[config.mk]
export PLATFORM = sky130hd
export DESIGN_NAME = pipeline_control
export DESIGN_NICKNAME = d
export VERILOG_FILES = /design/src/rtl/pipeline_control.sv
export SDC_FILE = /design/constraint.sdc
export NUM_CORES = 1
export LEC_CHECK = 0
export CAP_MARGIN = 40
export CORE_MARGIN = 2
export CORE_UTILIZATION = 51
export DETAILED_ROUTE_END_ITERATION = 16
export DONT_BUFFER_PORTS = 1
export GPL_ROUTABILITY_DRIVEN = 0
export PLACE_DENSITY_LB_ADDON = 0.08
export REMOVE_ABC_BUFFERS = 1
export SETUP_SLACK_MARGIN = 0.05
export SLEW_MARGIN = 0
export SYNTH_ARGS = -nofsm -noshare
export SYNTH_HDL_FRONTEND = slang
export SYNTH_SLANG_ARGS = --single-unit
[constraint.sdc]
create_clock -name clk -period 2.6 [get_ports clk]
set_input_delay 0.39 -clock clk [delete_from_list [all_inputs] [get_ports clk]]
set_output_delay 0.39 -clock clk [all_outputs]
set_load 0.01 [all_outputs]
[src/rtl/pipeline_control.sv]
// Pipeline hazard and stall controller: load-use interlock, branch flush,
// memory-wait freeze with timeout trap, HALT drain, and a saturating stall
// counter. Enables and flushes are combinational; everything else is state.
module pipeline_control #(
  parameter int MEM_TIMEOUT = 15,
  parameter int CNT_W       = 16
) (
  input  logic             clk,
  input  logic             reset,
  input  logic             EX_memread,
  input  logic [2:0]       EX_rt,
  input  logic [2:0]       ID_rs,
  input  logic [2:0]       ID_rt,
  input  logic             ID_use_rs,
  input  logic             ID_use_rt,
  input  logic             EX_branch_taken,
  input  logic             halt_req,
  input  logic             mem_req,
  input  logic             mem_ready,
  output logic             PCwrite,
  output logic             IF_IDwrite,
  output logic             ID_EXwrite,
  output logic             EX_MEMwrite,
  output logic             IF_IDflush,
  output logic             ID_EXflush,
  output logic             MEM_WBbubble,
  output logic [2:0]       state,
  output logic [CNT_W-1:0] stall_cycles,
  output logic             mem_timeout,
  output logic             halted
);

  typedef enum logic [2:0] {
    RUN      = 3'd0,
    MEM_WAIT = 3'd1,
    DRAIN    = 3'd2,
    HALTED   = 3'd3,
    ERROR    = 3'd4
  } state_e;

  localparam logic [7:0] TIMEOUT_CNT = 8'(MEM_TIMEOUT);

  state_e           state_q, state_d;
  logic [7:0]       wait_cnt_q, wait_cnt_d;
  logic [1:0]       drain_cnt_q, drain_cnt_d;
  logic [CNT_W-1:0] stall_cycles_q, stall_cycles_d;
  logic             mem_timeout_q, mem_timeout_d;
  logic             halted_q, halted_d;

  logic mem_stall;
  logic load_use;
  logic run_eval;

  assign mem_stall = mem_req && !mem_ready;
  assign load_use  = EX_memread && ((ID_use_rs && (EX_rt == ID_rs)) ||
                                    (ID_use_rt && (EX_rt == ID_rt)));

  // MEM_WAIT with data ready behaves exactly like RUN without a memory stall.
  assign run_eval = ((state_q == RUN) && !mem_stall) ||
                    ((state_q == MEM_WAIT) && mem_ready);

  // State and counter registers.
  // NOTE: sequential state uses non-blocking (<=) so every flop samples pre-edge values.
  always_ff @(posedge clk or negedge reset) begin
    if (!reset) begin
      state_q        <= RUN;
      wait_cnt_q     <= '0;
      drain_cnt_q    <= '0;
      stall_cycles_q <= '0;
      mem_timeout_q  <= 1'b0;
      halted_q       <= 1'b0;
    end else begin
      state_q        <= state_d;
      wait_cnt_q     <= wait_cnt_d;
      drain_cnt_q    <= drain_cnt_d;
      stall_cycles_q <= stall_cycles_d;
      mem_timeout_q  <= mem_timeout_d;
      halted_q       <= halted_d;
    end
  end

  // Next-state and counter update logic.
  // NOTE: every signal gets a default before the case so no latch is inferred.
  always_comb begin
    state_d       = state_q;
    wait_cnt_d    = wait_cnt_q;
    drain_cnt_d   = drain_cnt_q;
    mem_timeout_d = mem_timeout_q;
    case (state_q)
      RUN: begin
        if (mem_stall) begin
          state_d    = MEM_WAIT;
          wait_cnt_d = 8'd1;
        end
      end
      MEM_WAIT: begin
        if (!mem_ready) begin
          if (wait_cnt_q == TIMEOUT_CNT) begin
            state_d       = ERROR;
            mem_timeout_d = 1'b1;
          end else begin
            wait_cnt_d = wait_cnt_q + 8'd1;
          end
        end
      end
      DRAIN: begin
        if (!mem_stall) begin
          if (drain_cnt_q == 2'd2) state_d = HALTED;
          else                     drain_cnt_d = drain_cnt_q + 2'd1;
        end
      end
      HALTED, ERROR: ;
      default: state_d = ERROR;
    endcase
    // Branch outranks load-use and halt; only halt changes state here.
    if (run_eval) begin
      state_d = RUN;
      if (!EX_branch_taken && !load_use && halt_req) begin
        state_d     = DRAIN;
        drain_cnt_d = 2'd0;
      end
    end
    halted_d = (state_d == HALTED);

    stall_cycles_d = stall_cycles_q;
    if (!PCwrite && ((state_q == RUN) || (state_q == MEM_WAIT) || (state_q == DRAIN)) &&
        !(&stall_cycles_q))
      stall_cycles_d = stall_cycles_q + 1'b1;
  end

  // Pipeline register enables, flushes and bubble for the current cycle.
  always_comb begin
    PCwrite      = 1'b1;
    IF_IDwrite   = 1'b1;
    ID_EXwrite   = 1'b1;
    EX_MEMwrite  = 1'b1;
    IF_IDflush   = 1'b0;
    ID_EXflush   = 1'b0;
    MEM_WBbubble = 1'b0;
    if (reset) begin
      case (state_q)
        RUN, MEM_WAIT: begin
          if (!run_eval) begin
            PCwrite      = 1'b0;
            IF_IDwrite   = 1'b0;
            ID_EXwrite   = 1'b0;
            EX_MEMwrite  = 1'b0;
            MEM_WBbubble = 1'b1;
          end else if (EX_branch_taken) begin
            IF_IDflush = 1'b1;
            ID_EXflush = 1'b1;
          end else if (load_use) begin
            PCwrite    = 1'b0;
            IF_IDwrite = 1'b0;
            ID_EXflush = 1'b1;
          end else if (halt_req) begin
            PCwrite    = 1'b0;
            IF_IDflush = 1'b1;
          end
        end
        DRAIN: begin
          PCwrite    = 1'b0;
          IF_IDwrite = 1'b0;
          ID_EXflush = 1'b1;
          if (mem_stall) begin
            ID_EXwrite   = 1'b0;
            EX_MEMwrite  = 1'b0;
            MEM_WBbubble = 1'b1;
          end
        end
        default: begin
          PCwrite      = 1'b0;
          IF_IDwrite   = 1'b0;
          ID_EXwrite   = 1'b0;
          EX_MEMwrite  = 1'b0;
          MEM_WBbubble = 1'b1;
        end
      endcase
    end
  end

  assign state        = state_q;
  assign stall_cycles = stall_cycles_q;
  assign mem_timeout  = mem_timeout_q;
  assign halted       = halted_q;

endmodule

# After elaboration in Yosys (flattened, before gate mapping)
# Index checks and enable logic that the tools add are counted.
# totals
reg_bits,31
in_bits,18
word_cells,96
# op_classes
n_addsub,3
n_eq_ne,12
mux,47
bitwise,1
reduce_logical,27
# ops
op,n
1-bit two-way mux,27
8-bit two-way mux,3
3-bit two-way mux,6
"16-bit by 1-bit adder with 16-bit output, second input constant",1
8-bit case mux with 2 select lines,1
16-bit AND reduction,1
2-bit two-way mux,6
3-bit case mux with 4 select lines,1
1-bit logical AND,10
"3-bit by 2-bit equality test with 1-bit output, second input constant",3
"8-bit by 1-bit adder with 8-bit output, second input constant",1
"8-bit by 4-bit equality test with 1-bit output, second input constant",1
3-bit equality test,2
1-bit logical NOT,6
"2-bit != test, second input constant",3
1-bit case mux with 2 select lines,3
1-bit logical OR,4
4-bit AND reduction,1
2-bit OR reduction,2
"3-bit by 1-bit equality test with 1-bit output, second input constant",1
"3-bit equality test, second input constant",1
3-bit logical NOT,1
3-bit AND reduction,1
"2-bit by 1-bit adder with 2-bit output, second input constant",1
3 further kinds,3

# Longest topological paths before layout
# depth
ltp_word,12
mapped_depth,7
mapped_depth_nobuf,6

# Worst setup path after synthesis
# No wires, ideal clock.
# synth_timing
path_kind,reg2reg
start,"register stall_cycles_q[0], in the netlist stall_cycles[0]"
end,"register stall_cycles_q[13], in the netlist stall_cycles[13]"
setup_time_ns,0.126
arrival_ns,1.648
required_time_ns,2.474
path_slack_ns,0.826
path_stages_with_launch,8
path_buffers,1
period_less_slack_ns,1.774
cell_sequence,dfrtp_1 -> ha_1 -> and4_4 -> and4_4 -> a21oi_4 -> buf_6 -> o2111ai_1 -> xnor2_1
# synth_between
elab_chain_len,3
# synth_lines
item,line_no,source
start: declaration,46,"logic [CNT_W-1:0] stall_cycles_q, stall_cycles_d;"
start signal: assignment,76,stall_cycles_q <= stall_cycles_d;
"parallel branches: the longest is 3 deep, another holds 16-bit by 1-bit adder with 16-bit output",-,
# Several ways; the timed one is not identified.
# A chain may end at the register's enable or synchronous reset.

# Final worst setup path
# layout_timing
start,"register state_q[1], in the netlist state[1]"
end,output PCwrite
# layout_between
elab_chain_len,6
# layout_lines
item,line_no,source
start: declaration,43,"state_e state_q, state_d;"
start signal: assignment,73,state_q <= state_d;
3-bit by 1-bit equality test with 1-bit output or 3-bit logical NOT (tied branches),"60, 141, 59",
1-bit logical AND (on tied branches),"60, 59",
1-bit logical OR,59,assign run_eval = ((state_q == RUN) && !mem_stall) ||
1-bit two-way mux,143,if (!run_eval) begin
1-bit two-way mux (*),141,case (state_q)
1-bit two-way mux (*),140,if (reset) begin
end: declaration,20,"output logic PCwrite,"
# Every way passes the cells marked *; elsewhere a longest branch is shown, timed or not.

==> metrics.md <==
| Metric | Value |
|---|---|
| Final Critical Period | `roughly 2.3 ns` |
| Leakage Power | `0.837 nW` |
| Seq/Total Area, Yosys | `0.419` |
| Die Width | `64.2 um` |
| Crit. End Element | `output pin` |
| Share of layout cells above drive strength 1 | `0.120` |
| Tot GR Track Use | `0.203` |
| Cell Area, Synth | `about 0.0018 mm2` |
| Commonest non-fill, non-tap cell in the layout | `dfrtp_1` |
| Peak Freq | `434 MHz` |
| PostCTS Resize Cnt | `0` |
| Setup CP Type | `reg -> out` |
| IO buf count | `0` |
| Die Area | `0.00412 mm2` |
| Routed wire length | `3740 um` |
| Outcome | `finished clean` |
| Pwr Density | `approximately 410 mW/mm2` |
| Die height | `roughly 64 um` |
| Commonest non-fill, non-tap cells in the layout | `31 x dfrtp_1, 21 x xnor2_1, 12 x nor2_1, 12 x nand3_1` |
| Gate Count Post-Synth | `179` |
| Fin area | `0.00194 mm2` |
| Filler cells | `302` |
| Final setup vio count | `0` |
| Vias | `1,361` |
| Core area | `0.00342 mm2` |
| Clk_lat worst skew | `0.33 ns` |
| CTS Buf Count | `5` |
| Initial DRT Pass Iterations | `4` |
| Largest net degree at the start of global routing | `32` |
| Highest routed layer | `met4` |
| Register area | `776 um2` |
| Drt drc | `0` |
| Met3 wire len | `229 um` |
| Area growth syn-to-layout | `5.07%` |
| CTS sink cnt | `31` |
| Ports | `46` |
| CP max stage cell | `dfrtp_1` |
| Footprint of the multi-input gates | `0.00100 mm2` |
| Switching power of the nets | `approximately 190 uW` |
| Ys Warns | `0` |
| Met1 wire length | `1710 um` |
| Combinational Power Share | `0.047` |
| First-pass GRT wire length | `approximately 6500 um` |
| Final Hold Vio Count | `0` |
| Number of diodes | `0` |
| Routed len/inst | `16.2 um` |
| Avg Inst Size Synth | `approximately 10 um2` |
| Fin crit share | `0.887` |
| Initial antenna violation count | `0` |
| Routed vias/inst | `5.92` |
| CTS tree | `yes` |
| Placement Cell Area | `0.00186 mm2` |
| Core Util, Final | `0.569` |
| Root buf cell | `clkbuf_4` |
| DRT iter0 DRCs | `46` |
| Setup Skew | `0.00784 ns` |
| Power Internal | `602 uW` |
| Critical Path RT | `2.21 ns` |
| Count of unique library cells instantiated by Yosys | `between 40 and 50` |
| GRT overflow | `0` |
| Place WS | `0.551 ns` |
| Final ANT Viol Nets | `0` |
| H-tree depth | `2` |
| Worst-path cell chain | `nor2_4 > o21a_2 > nand2_2 > o21ai_0` |
| RSZ-0062 raised after global routing | `no` |
| Hold Path Class | `in -> reg` |
| Vias in the first global route | `1,384` |
| WP data arrival | `1.92 ns` |
| Area contributors post-synth | `dfrtp_1 42%, xnor2_1 9.9%, and3_1 3.4%, nand3_1 3.2%, o2111ai_1 2.8%` |
| Setup TNS Final | `0 ns` |
| WL met2 | `approximately 1700 um` |
| Clock Path Buffers | `2` |
| CP top delay family | `compound AO/OA/AOI/OAI gates` |
| Final nets | `between 200 and 250` |
| Seq cells post-synth | `31` |
| # Post-CTS Setup Buffers | `0` |
| Slew @ Worst Pin | `a little under 0.5 ns` |
| Initial Utilization | `0.541` |
| Peak fanout along the critical path | `16` |
| FP Rows | `21` |
| Clock Power Share | `0.341` |
| MaxCap Viol Count | `0` |
| Leading area contributor after synthesis | `dfrtp_1` |
| Critical Path Source Type | `register` |
| Critical path's largest stage delay | `0.56 ns` |
| Area fraction of the dominant cell type after synthesis | `0.419` |
| DP HPWL | `2620 um` |
| Setup ws final | `a little under 0.3 ns` |
| Reg power frac | `0.612` |
| Min Hold Slack | `between 0.3 and 0.4 ns` |
| Slew HR | `0.669` |
| Slew Limit Fails | `0` |
| VDD IR max | `0.205 mV` |
| Sw Ratio | `0.236` |
| Clk slew on worst S/H paths | `0.09 ns` |
| CP bufs+invs | `0` |
[Yosys cell counts (all sizes together)]
cell type and instances:
dfrtp 31, xnor2 21, nor2 13, nand3 12
and3 11, nand2 11, o21ai 8, o211ai 7
buf 6, o2111ai 6, xor2 6, inv 5
nand2b 5, and4 4, ha 4, nand4 4
a21oi 3, and2 3, nor2b 3, nor3 3
mux2 2, mux2i 2, nor4 2, a2111oi 1
a21boi 1, a22oi 1, a32o 1, nor4b 1
o211a 1, o21a 1
[through the flow]
stage                     power [mW]  instances
after floorplan                0.513        173
after global placement         0.515        220
after detailed placement       0.515        220
after CTS                      0.800        230
after global routing           0.828        230
final                          0.788        230
[sequential cells by signal, indices dropped and copies added (netlist names)]
name / count
drain_cnt_q: 2
state: 3
stall_cycles: 16
halted: 1
mem_timeout: 1
wait_cnt_q: 8
[worst paths after layout]
check | from | endpoint | slack, ns | cells past startpoint
max | state[1] | PCwrite | 0.29 | 4
min | mem_ready | state[2] | 0.32 | 3
max reg2reg | stall_cycles[0] | stall_cycles[1] | 0.54 | 6
min reg2reg | wait_cnt_q[1] | wait_cnt_q[1] | 0.52 | 2
max in group asynchronous | reset | stall_cycles[5] | 1.94 | 2
min in group asynchronous | reset | wait_cnt_q[5] | 0.49 | 2
[cells by family (layout without fill, tap and decap cells)]
group           after synthesis  in the layout  share of synthesized area
xor+xnor                     27             27                      0.128
mux                           4              4                     0.0230
fa+ha+maj                     4              4                     0.0271
flops                        31             31                      0.419
buf+inv                      11             16                     0.0379
compound gates               30             30                      0.135
simple gates                 72             72                      0.229
[power groups by stage]
stage	combinational, mW	clock [mW]	sequential (mW)
floorplan	0.0212	0	0.491
global placement	0.0232	0	0.491
detailed placement	0.0239	0	0.491
CTS	0.0386	0.280	0.482
global route	0.0433	0.303	0.482
finish	0.0373	0.269	0.482
[metal layers]
metal,vias to the layer above,global-route usage
met4,0,0.0798
li1,652,-
met1,656,0.264
met5,-,0
met3,8,0.0616
met2,45,0.318
[worst reg2reg max path, stage by stage, from the launching register on]
cell     delay [ns]
dfrtp_1        0.47
ha_1           0.26
and4_4         0.20
and4_4         0.20
a21oi_4        0.37
o21ai_2        0.13
mux2_1         0.32
[cell type report]
cell class,instances,share of cell area
Timing Repair Buffer,3,0.0193
Inverter,5,0.00966
Tap cell,46,0.0296
Clock inverter,1,0.00258
Sequential cell,31,0.399
Clock buffer,7,0.0232
Multi-Input combinational cell,137,0.516
[what timing repair did]
item | 4_1_cts | 5_1_grt
endpoints found under the hold margin | 31 | 0
hold buffers | 2 | 0
endpoints found under the setup margin | 0 | 0
Power figures use the tool's default switching activity.
